## src/rtl/image_frame_loader.sv

```systemverilog
`timescale 1ns/1ps
// Frame buffer: assembles an IMG_W x IMG_H binary image from CHUNK_W-bit beats, then holds it for row reads until released.
// Optional per-beat even-parity check is enabled by defining LOADER_PARITY_EN.
module image_frame_loader #(
  parameter int IMG_W   = 14,
  parameter int IMG_H   = 14,
  parameter int CHUNK_W = 7,
  localparam int NBEATS = (IMG_W / CHUNK_W) * IMG_H,
  localparam int RW     = $clog2(IMG_H),
  localparam int CW     = $clog2(NBEATS + 1)
) (
  input  logic               clk,
  input  logic               rst_n,
  input  logic               in_valid,
  input  logic               in_sof,
  input  logic [CHUNK_W-1:0] in_data,
`ifdef LOADER_PARITY_EN
  input  logic               in_parity,
`endif
  output logic               in_ready,
  output logic               frame_valid,
  input  logic               frame_release,
  input  logic [RW-1:0]      rd_row_idx,
  output logic [IMG_W-1:0]   rd_row,
  output logic [CW-1:0]      beat_cnt,
  output logic               err_sof,
  output logic               err_nosof,
  input  logic               err_clr,
  output logic               err_parity
);

  typedef enum logic [1:0] {IDLE, LOAD, FULL} state_t;

  state_t                    state, state_nxt;
  logic [CW-1:0]             cnt_nxt;
  logic [CW-1:0]             wr_idx;
  logic                      wr_en;
  logic                      accept;
  logic                      parity_bad;
  logic                      sof_evt, nosof_evt;
  logic [IMG_W*IMG_H-1:0]    frame;

  assign in_ready    = (state != FULL);
  assign frame_valid = (state == FULL);
  assign accept      = in_valid & in_ready;

`ifdef LOADER_PARITY_EN
  logic par_q;
  assign parity_bad = accept & (^{in_data, in_parity});

  always_ff @(posedge clk or negedge rst_n) begin
    if (!rst_n)          par_q <= 1'b0;
    else if (parity_bad) par_q <= 1'b1;
    else if (err_clr)    par_q <= 1'b0;
  end
  assign err_parity = par_q;
`else
  assign parity_bad = 1'b0;
  assign err_parity = 1'b0;
`endif

  always_comb begin
    state_nxt = state;
    cnt_nxt   = beat_cnt;
    wr_en     = 1'b0;
    wr_idx    = beat_cnt;
    sof_evt   = 1'b0;
    nosof_evt = 1'b0;
    case (state)
      IDLE, LOAD: begin
        if (accept) begin
          if (parity_bad) begin
            // A corrupt beat abandons the frame regardless of framing.
            state_nxt = IDLE;
            cnt_nxt   = '0;
          end else if (in_sof) begin
            wr_en     = 1'b1;
            wr_idx    = '0;
            cnt_nxt   = CW'(1);
            sof_evt   = (state == LOAD);
            state_nxt = (NBEATS == 1) ? FULL : LOAD;
          end else if (state == IDLE) begin
            nosof_evt = 1'b1;
          end else begin
            wr_en   = 1'b1;
            cnt_nxt = beat_cnt + CW'(1);
            if (beat_cnt == CW'(NBEATS - 1)) state_nxt = FULL;
          end
        end
      end
      FULL: begin
        if (frame_release) begin
          state_nxt = IDLE;
          cnt_nxt   = '0;
        end
      end
      default: begin
        state_nxt = IDLE;
        cnt_nxt   = '0;
      end
    endcase
  end

  always_ff @(posedge clk or negedge rst_n) begin
    if (!rst_n) begin
      state     <= IDLE;
      beat_cnt  <= '0;
      err_sof   <= 1'b0;
      err_nosof <= 1'b0;
    end else begin
      state    <= state_nxt;
      beat_cnt <= cnt_nxt;
      // Error events take priority over a same-cycle clear.
      if (sof_evt)      err_sof <= 1'b1;
      else if (err_clr) err_sof <= 1'b0;
      if (nosof_evt)    err_nosof <= 1'b1;
      else if (err_clr) err_nosof <= 1'b0;
    end
  end

  always_ff @(posedge clk) begin
    if (wr_en) frame[int'(wr_idx)*CHUNK_W +: CHUNK_W] <= in_data;
  end

  always_comb begin
    rd_row = '0;
    if (int'(rd_row_idx) < IMG_H) rd_row = frame[int'(rd_row_idx)*IMG_W +: IMG_W];
  end

endmodule

```

## config.mk

```make
export PLATFORM = sky130hd
export DESIGN_NAME = image_frame_loader
export DESIGN_NICKNAME = d
export VERILOG_FILES = /design/src/rtl/image_frame_loader.sv
export SDC_FILE = /design/constraint.sdc
export NUM_CORES = 1
export LEC_CHECK = 0
export CORE_MARGIN = 2
export CORE_UTILIZATION = 49
export CTS_BUF_LIST = sky130_fd_sc_hd__clkbuf_4
export DETAILED_ROUTE_END_ITERATION = 8
export DONT_BUFFER_PORTS = 1
export HOLD_SLACK_MARGIN = 0.15
export SETUP_SLACK_MARGIN = 0.3
export SLEW_MARGIN = 15
export SYNTH_ARGS = -nofsm -noshare
export SYNTH_HDL_FRONTEND = slang
export SYNTH_SLANG_ARGS = --single-unit
```

## constraint.sdc

```tcl
create_clock -name clk -period 4.1 [get_ports clk]
set_input_delay 1.025 -clock clk [delete_from_list [all_inputs] [get_ports clk]]
set_output_delay 1.025 -clock clk [all_outputs]
set_load 0.1 [all_outputs]
```

Word-level counts from Yosys, hierarchy flattened --
Index checks and enable logic that the tools add are counted.
Word-level totals: output and inout bits 24, flip-flop bits (word level) 205, word-level logic and storage cells 58, bits in read-only memories 0, latch bits 0, memory bits (writable) 0, memories kept 0, input bits 17
Cells by class: shift operators 3, div/mod/pow operators 0, add/sub/neg operators 2, eq/ne operators 8, reductions and logical operators 6, multipliers 2, bitwise logic cells 1, multiplexer cells 30, magnitude comparators 1
Operators with widths (count):
- 196-bit bitwise mux | 1
- 7-bit by 33-bit variable shift with 196-bit output (first input constant) | 1
- 196-bit by 9-bit variable part select with 14-bit output | 1
- 7-bit by 33-bit variable part select with 196-bit output | 1
- 5-bit 2-to-1 mux | 7
- 8-bit negator with 33-bit output | 1
- 1-bit 2-to-1 mux | 14
- 14-bit 2-to-1 mux | 1
- 2-bit 2-to-1 mux | 5
- 5-bit one-hot mux with 2 select lines | 1
- 5-bit by 3-bit multiplier with 8-bit output (second input constant) | 1
- 4-bit by 3-bit multiplier with 7-bit output (second input constant) | 1
- 3-bit != test (second input constant) | 2
- 5-bit by 1-bit adder with 5-bit output (second input constant) | 1
- 5-bit == test (second input constant) | 1
- 4-bit less-than comparator (second input constant) | 1
- 2-bit != test (second input constant) | 2
- 2-bit one-hot mux with 2 select lines | 1
- 4-bit AND reduction | 1
- 2-bit nonzero test | 2
- 3-bit AND reduction | 1
- 2-bit by 1-bit == test with 1-bit output (second input constant) | 1
- 2-bit == test (second input constant) | 1
- 2-bit zero test | 1
- other kinds (3) | 3

Depth between registers and ports, before layout --
depth after elaboration 8, gate-level depth with buffers 13, depth with buffers taken out 7

Worst setup path before layout --
Ideal clock, no wire load.
path kind in2out, start point in rd_row_idx[0], end point out rd_row[10], slack -0.963 ns, path buffers 2, arrival 4.038 ns, required time 3.075 ns, stages 5, cells stage by stage buf_2 -> buf_2 -> mux4_2 -> mux2i_1 -> o21ai_0
Between the ends: word-level cells in the longest chain between the ends 3, elaborated cells on any way between the ends 4, classes of those cells mul (1); order compare (1); shift (1); mux (1)
Ends and longest elaborated chain:
- from (decl) | RTL line 23 | input logic [RW-1:0] rd_row_idx,
- 4-bit by 3-bit multiplier with 7-bit output | RTL line 127 | if (int'(rd_row_idx) < IMG_H) rd_row = frame[int'(rd_row_idx)*IMG_W +: IMG_W];
- 196-bit by 9-bit variable part select with 14-bit output | RTL line 127
- 14-bit 2-to-1 mux * | RTL line 127
- to (decl) | RTL line 24 | output logic [IMG_W-1:0] rd_row,
Every way passes the cells marked *; elsewhere a longest branch is shown, timed or not.

Worst setup path in the final report --
start point reg state[1], end point reg frame[84], enable pin
Between the ends: word-level cells in the longest chain between the ends 5, elaborated cells on any way between the ends 9, classes of those cells eq/ne (2); mux (4); bitwise (1); reduce/logical (2)
Ends and longest elaborated chain:
- from (decl) | RTL line 34 | state_t state, state_nxt;
- from (signal assigned) | RTL line 111 | state <= state_nxt;
- 2-bit zero test | RTL line 69, 82
- 1-bit 2-to-1 mux | RTL line 82 | end else if (state == IDLE) begin
- 1-bit 2-to-1 mux | RTL line 76 | end else if (in_sof) begin
- 1-bit 2-to-1 mux | RTL line 71 | if (accept) begin
- 1-bit 2-to-1 mux * | RTL line 69 | case (state)
- to (signal, indexed assignment) | RTL line 122 | if (wr_en) frame[int'(wr_idx)*CHUNK_W +: CHUNK_W] <= in_data;
- to (decl) | RTL line 41 | logic [IMG_W*IMG_H-1:0] frame;
Marked as above. A chain may end at the register's enable or synchronous reset.

==> tab_implementation.tex <==
\begin{tabular}{lr}
\hline
Metric & Value \\
\hline
\multicolumn{2}{l}{\textbf{Yosys}} \\
\quad Count of cell types in the netlist & 63 \\
\quad Synth Cell Area & 10140 sq um \\
\quad Gate count after technology mapping & 797 \\
\quad Average instance area after synthesis & 12.73 sq um \\
\quad Yosys warns & 0 \\
\quad Register area share after synthesis & 0.6024 \\
\quad Post-synth top flop & edfxtp\_1 \\
\quad Top post-synthesis cells by area & edfxtp\_1 (58\%), mux4\_2 (9.3\%), and3\_1 (4.6\%), nor2\_1 (4.4\%), mux2i\_1 (2.8\%) \\
\quad Number of register bits inferred by synthesis & 205 \\
\quad Most frequently used cell type in the post-synthesis netlist & edfxtp\_1 \\
\quad Leading post-synthesis cells by instance count & edfxtp\_1 (196), nor2\_1 (120), and3\_1 (75) \\
\quad Count of flip-flops with a built-in enable after synthesis & 196 \\
\quad Yosys top cell area share & 0.5802 \\
\quad Fraction of synthesis flops using an asynchronous set or reset pin & 0.04390 \\
\quad Cell type contributing the most total cell area after synthesis & edfxtp\_1 \\
\quad Synthesized netlist net count & 818 \\
\multicolumn{2}{l}{\textbf{Clock network}} \\
\quad Hold-fix buffer count after cts & 1 \\
\quad Number of buffers created by CTS & 50 \\
\quad Worst-Skew Late Latency & 0.65 ns \\
\quad Num Clock Sinks & 205 \\
\quad Maximum clock insertion buffer count & 3 \\
\quad Clock tree from TritonCTS & done \\
\quad Clock transition at the registers of the reported paths & 0.06 ns \\
\quad Post\_cts resized & 0 \\
\quad Cell at the root of the clock tree & clkbuf\_4 \\
\quad Depth of the CTS H-tree & 2 \\
\quad Buffer count from post-CTS setup fixing & 0 \\
\multicolumn{2}{l}{\textbf{Power}} \\
\quad PD cells & 451.0 nW/um\^{}2 \\
\quad Proportion of power drawn by combinational gates & 0.211 \\
\quad Clock share of power & 0.320 \\
\quad VDD IR max & 0.3034 mV \\
\quad Static leakage power & 4.179 nW \\
\quad Sequential cell fraction of total power & 0.469 \\
\quad NetSw & 0.001621 W \\
\quad Pint & 0.003483 W \\
\quad Net switching fraction of the power & 0.3176 \\
\quad Power Total & 0.005104 W \\
\multicolumn{2}{l}{\textbf{Die}} \\
\quad Core ar. & 20300 sq um \\
\quad Floorplan die width & 147.9 um \\
\quad Starting utilization of the core area & 0.4998 \\
\quad Total number of placement rows & 52 \\
\quad Die Footprint & 21870 sq um \\
\quad Die boundary height & 147.9 um \\
\quad Count of boundary I/O pins & 41 \\
\multicolumn{2}{l}{\textbf{Layout}} \\
\quad Fillcell total & 1752 \\
\quad Post-layout net count & 853 \\
\quad Area growth syn-to-layout & 11.56\% \\
\quad Final non-filler cell total & 1134 \\
\quad Final core utilization & 0.5575 \\
\quad Ratio of cells with drive above 1 in the final layout & 0.2526 \\
\multicolumn{2}{l}{\textbf{Drt}} \\
\quad Via count normalized by instance count & 5.921 \\
\quad Post-route DRC violation count & 0 \\
\quad Antenna viol nets, final & 0 \\
\quad Average detailed-routed wire length per instance & 23.32 um \\
\quad Number of vias in the routed layout & 6714 \\
\quad Total iterations of the first detailed-routing run & 5 \\
\quad Initial DRC Count & 621 \\
\quad Overall routed net length & 26450 um \\
\multicolumn{2}{l}{\textbf{Job}} \\
\quad Max-cap violations & 0 \\
\multicolumn{2}{l}{\textbf{STA}} \\
\quad Measured slew at the worst slew-check pin & 1.000 ns \\
\quad Fmax & 299.2 MHz \\
\quad Worst setup skew after layout & 0.02616 ns \\
\quad Setup TNS & 0 ns \\
\quad Period utilization & 0.8152 \\
\quad Headroom to the max-slew limit & 0.3276 \\
\quad Endpoints failing setup & 0 \\
\quad Final hold viol count & 0 \\
\quad Number of slew-limit violations in the final report & 0 \\
\quad Fin crit period & 3.342 ns \\
\quad Unrepaired setup endpoints after global routing & false \\
\multicolumn{2}{l}{\textbf{GRT}} \\
\quad Largest net degree at the start of global routing & 57 \\
\quad Initial antenna violation count & 1 \\
\quad Global-route wire length before repair & 40450 um \\
\quad All-Layer GR Usage & 0.2493 \\
\quad Gr ovfl total & 0 \\
\quad Vias in the first global route & 6699 \\
\multicolumn{2}{l}{\textbf{Place}} \\
\quad Placer Congestion & 0.8921 \\
\quad HPWL after detailed placement & 17480 um \\
\quad Total of buffers placed on input and output ports & 0 \\
\quad Number of instances in the placed design & 1049 \\
\multicolumn{2}{l}{\textbf{Critical path}} \\
\quad CP delay by family, top & simple AND/OR/NAND/NOR gates \\
\quad Arrival time of the worst setup path & 3.61 ns \\
\quad Critical path buffers and inverters & 0 \\
\quad Critical-path cell list & nand3b\_1 > nand2\_1 > ha\_1 > or3b\_1 > o21ai\_0 > a41oi\_2 > nor4\_4 \\
\quad CP Data Required Time & 4.37 ns \\
\quad Type of destination of the critical path & flip-flop \\
\quad Delay of the slowest critical-path stage & 0.60 ns \\
\quad Kind of critical path & reg2reg \\
\quad Worst setup SP type & flip-flop \\
\quad Slowest library cell on the worst path & nor4\_4 \\
\quad Critical-path maximum fanout & 11 \\
\multicolumn{2}{l}{\textbf{Hold path}} \\
\quad Class of the tightest hold or removal check & in2reg \\
\multicolumn{2}{l}{\textbf{Run status}} \\
\quad Status & finished clean \\
\hline
\end{tabular}
==> placed cells by master, fill, tap and decap left out, drive strengths merged, types with 3 or more instances in the layout <==
cell type / Yosys / final
and2: 22 / 22
nor3: 23 / 23
nor2b: 18 / 18
nand4: 3 / 3
dfrtp: 9 / 9
mux2i: 28 / 28
a21oi: 4 / 4
a211oi: 6 / 6
nand2b: 6 / 6
clkinv: 0 / 6
or4: 4 / 4
o21ai: 38 / 38
a21o: 3 / 3
edfxtp: 196 / 196
nor2: 123 / 123
nand2: 44 / 44
and3: 76 / 76
mux4: 42 / 42
clkbuf: 42 / 77
ha: 4 / 4
nor4: 17 / 17
inv: 11 / 11
nand3: 13 / 13
buf: 28 / 52
==> worst reg2reg max path, stage by stage (launching register included) <==
cell and delay, ns:
dfrtp_1 0.45, nand3b_1 0.23, nand2_1 0.15, ha_1 0.38
or3b_1 0.53, o21ai_0 0.24, a41oi_2 0.40, nor4_4 0.61
==> state kept, by name (all words and copies together) (netlist names) <==
signal and flops:
frame 196, beat_cnt 5, state 2, err_nosof 1, err_sof 1
==> layer usage <==
metal / global-route usage / vias up / part of all wire
met2: 0.3949 / 293 / 0.47
met4: 0.06381 / 0 / 0.017
met1: 0.3493 / 3304 / 0.43
li1: - / 3078 / -
met3: 0.06327 / 39 / 0.084
met5: 0 / - / 0
==> power by group through the flow <==
| stage | Combinational, W | Sequential (W) | Clock (W) |
|---|---|---|---|
| 6_report | 0.00107 | 0.00240 | 0.00163 |
| 2_1_floorplan | 0.000794 | 0.00247 | 0 |
| 3_5_place_dp | 0.00107 | 0.00244 | 0 |
| 4_1_cts | 0.00107 | 0.00240 | 0.00167 |
| 3_3_place_gp | 0.00105 | 0.00244 | 0 |
| 5_1_grt | 0.00115 | 0.00240 | 0.00178 |
==> final cells by class <==
class                      count  area, sq um  share of cell area
multi-input combinational    511         3817              0.3373
inverter                      11        41.29            0.003648
timing repair buffer          53        400.4             0.03538
antenna                        1        2.502           0.0002211
sequential                   205         6111              0.5400
clock inverter                 6        28.78            0.002543
clock buffer                  77        578.1             0.05108
tap                          270        337.8             0.02985
==> path summary, 6_finish.rpt <==
path	start	to	slack, ns	depth (start not counted)
setup / recovery	state[1]	frame[84]	0.76	7
hold / removal	frame_release	state[1]	0.50	1
setup reg to reg	state[1]	frame[84]	0.76	7
hold reg to reg	state[1]	state[1]	0.73	2
max in group asynchronous	rst_n	beat_cnt[1]	3.02	1
min in group asynchronous	rst_n	state[1]	0.77	1
==> cells by family after synthesis <==
logic type      Yosys count  share of synthesized area
flops                   205                     0.6024
other cells               1                  0.0003697
xor+xnor                  3                   0.002591
compound gates           70                    0.04477
fa+ha+maj                 4                   0.004934
simple gates            363                     0.1896
mux                      70                     0.1209
buf+inv                  81                    0.03453
==> per-stage QoR <==
step / hold slack (ns) / cell area [sq um] / worst slack (ns)
after floorplan: 0.5946 / 10280 / -0.05718
after global placement: 0.7211 / 10700 / 0.3963
after detailed placement: 0.7204 / 10700 / 0.3323
after CTS: 0.4483 / 11310 / 0.7350
after global routing: 0.4397 / 11320 / 0.5748
final: 0.4996 / 11320 / 0.7576
Power figures use the tool's default switching activity.
==> edit (same settings) <==
Add a define of `LOADER_PARITY_EN`.
--- a/src/rtl/image_frame_loader.sv
+++ b/src/rtl/image_frame_loader.sv
@@ -1,6 +1,8 @@
 `timescale 1ns/1ps
 // Frame buffer: assembles an IMG_W x IMG_H binary image from CHUNK_W-bit beats, then holds it for row reads until released.
 // Optional per-beat even-parity check is enabled by defining LOADER_PARITY_EN.
+`define LOADER_PARITY_EN
+
 module image_frame_loader #(
   parameter int IMG_W   = 14,
   parameter int IMG_H   = 14,
Interface: changed (added in_parity); port bits go from 41 to 42. The function was not compared with the original's and may differ.
==> edit against the unedited design <==
- worst setup slack lost 0.043 ns
- largest cell class unchanged
- design area grew 0.59%
- maximum frequency shrank 1.3%
- largest power group unchanged
- first-iteration DRC count grew 15%
- critical path type is now in2out
- synthesized cell count grew 0.88%
- worst hold slack gained 0.0032 ns
- area after synthesis shrank 1.0%
- count of clock-buffer cells in the layout grew 3
- wire length grew 4.7%
- clock power grew 6%
- sequential cell count grew 1
- power grew 15%
==> edit: results <==
set metrics [dict create \
    synth_commonest_cells "edfxtp_1, nor2_1, nand2_1, mux4_2, mux2i_1" \
    fin_cells 1155 \
    p_sw_uw 2120 \
    grt_first_pass_wirelength_um 42000 \
    place_area_mm2 0.0107 \
    syn_nets 826 \
    r2r_end "frame[165]" \
    outcome "completed" \
    leakage_uw 0.00403 \
    cp_max_fo 29 \
    skew_ns 0.0370 \
    drtIter0Drc 714 \
    first_pass_iters 6 \
    rrSetupSlack_ns 1.04 \
    hp-start "err_clr" \
    avgRoutedWirePerCell_um 24.0 \
    cts_resized 0 \
    peakVddDrop_v 0.000298 \
    gp_congestion 0.927 \
    nets 875 \
    dr_total_vias 6883 \
    sequentialPowerShare 0.419 \
    grt_use_total 0.262 \
    dpl.hpwl_um 19000 \
    cts_made_buffers 52 \
    min_to "err_sof" \
    drive_gt1_frac 0.262 \
    synth_cell_type_count 55 \
    async_reset_ff_frac 0.0485 \
    place_ws_ns 0.239 \
    slowest_delay_ns 0.51 \
    rr_worst_depth 12 \
    avgSynthCellArea_um2 12.5 \
    dp.cells 1068 \
]
-- edit: cell count changes after synthesis, sizes merged, moves of 11 or more --
cell,delta
inv,+15
clkbuf,-17
nor4,-11
o22ai,+17
nand2,+29
nor2b,-13
and3,-67
nor2,+76
-- edit: power groups by stage --
stage                     Combinational [uW]  Clock [uW]  Sequential [uW]
after detailed placement                1650           0             2500
after CTS                               1660        1760             2450
after floorplan                         1090           0             2540
after global routing                    1780        1860             2460
final                                   1680        1720             2450
after global placement                  1640           0             2490
-- edit: kinds of logic after synthesis --
logic type | share of synthesized area
AO/OA/AOI/OAI | 0.0537
XOR/XNOR | 0.0155
adder cells (fa/ha/maj) | 0.00499
buffers and inverters | 0.0344
flip-flops | 0.611
multiplexers | 0.123
AND/OR/NAND/NOR | 0.157
-- edit: worst max-delay path by stage --
stage                  startpoint          to  slack, ns  cells past startpoint
finish              rd_row_idx[2]   rd_row[0]       0.71                      5
floorplan              in_data[0]  frame[161]       0.01                     13
global route        rd_row_idx[2]   rd_row[0]       0.66                      5
detailed placement      in_parity   frame[46]       0.24                     11
CTS                 rd_row_idx[2]  rd_row[13]       0.71                      5
global placement        in_parity   frame[45]       0.27                     11
-- edit: layout make-up --
| type | count | area (um^2) |
|---|---|---|
| fillers | 1745 | 8790 |
| flip-flops and latches | 206 | 6140 |
| multi-input cells | 521 | 3820 |
| clock buffers | 80 | 601 |
| repair buffers | 46 | 348 |
| well taps | 270 | 338 |
| inverters | 26 | 97.6 |
| clock inverters | 5 | 45.0 |
| diodes | 1 | 2.50 |
-- edit: per-layer routing --
layer | vias to the layer above | routed length [um] | GRT usage
met3 | 48 | 2460 | 0.0711
li1 | 3041 | - | -
met5 | - | 0 | 0
met4 | 0 | 585 | 0.0731
met1 | 3452 | 11700 | 0.371
met2 | 342 | 12900 | 0.403
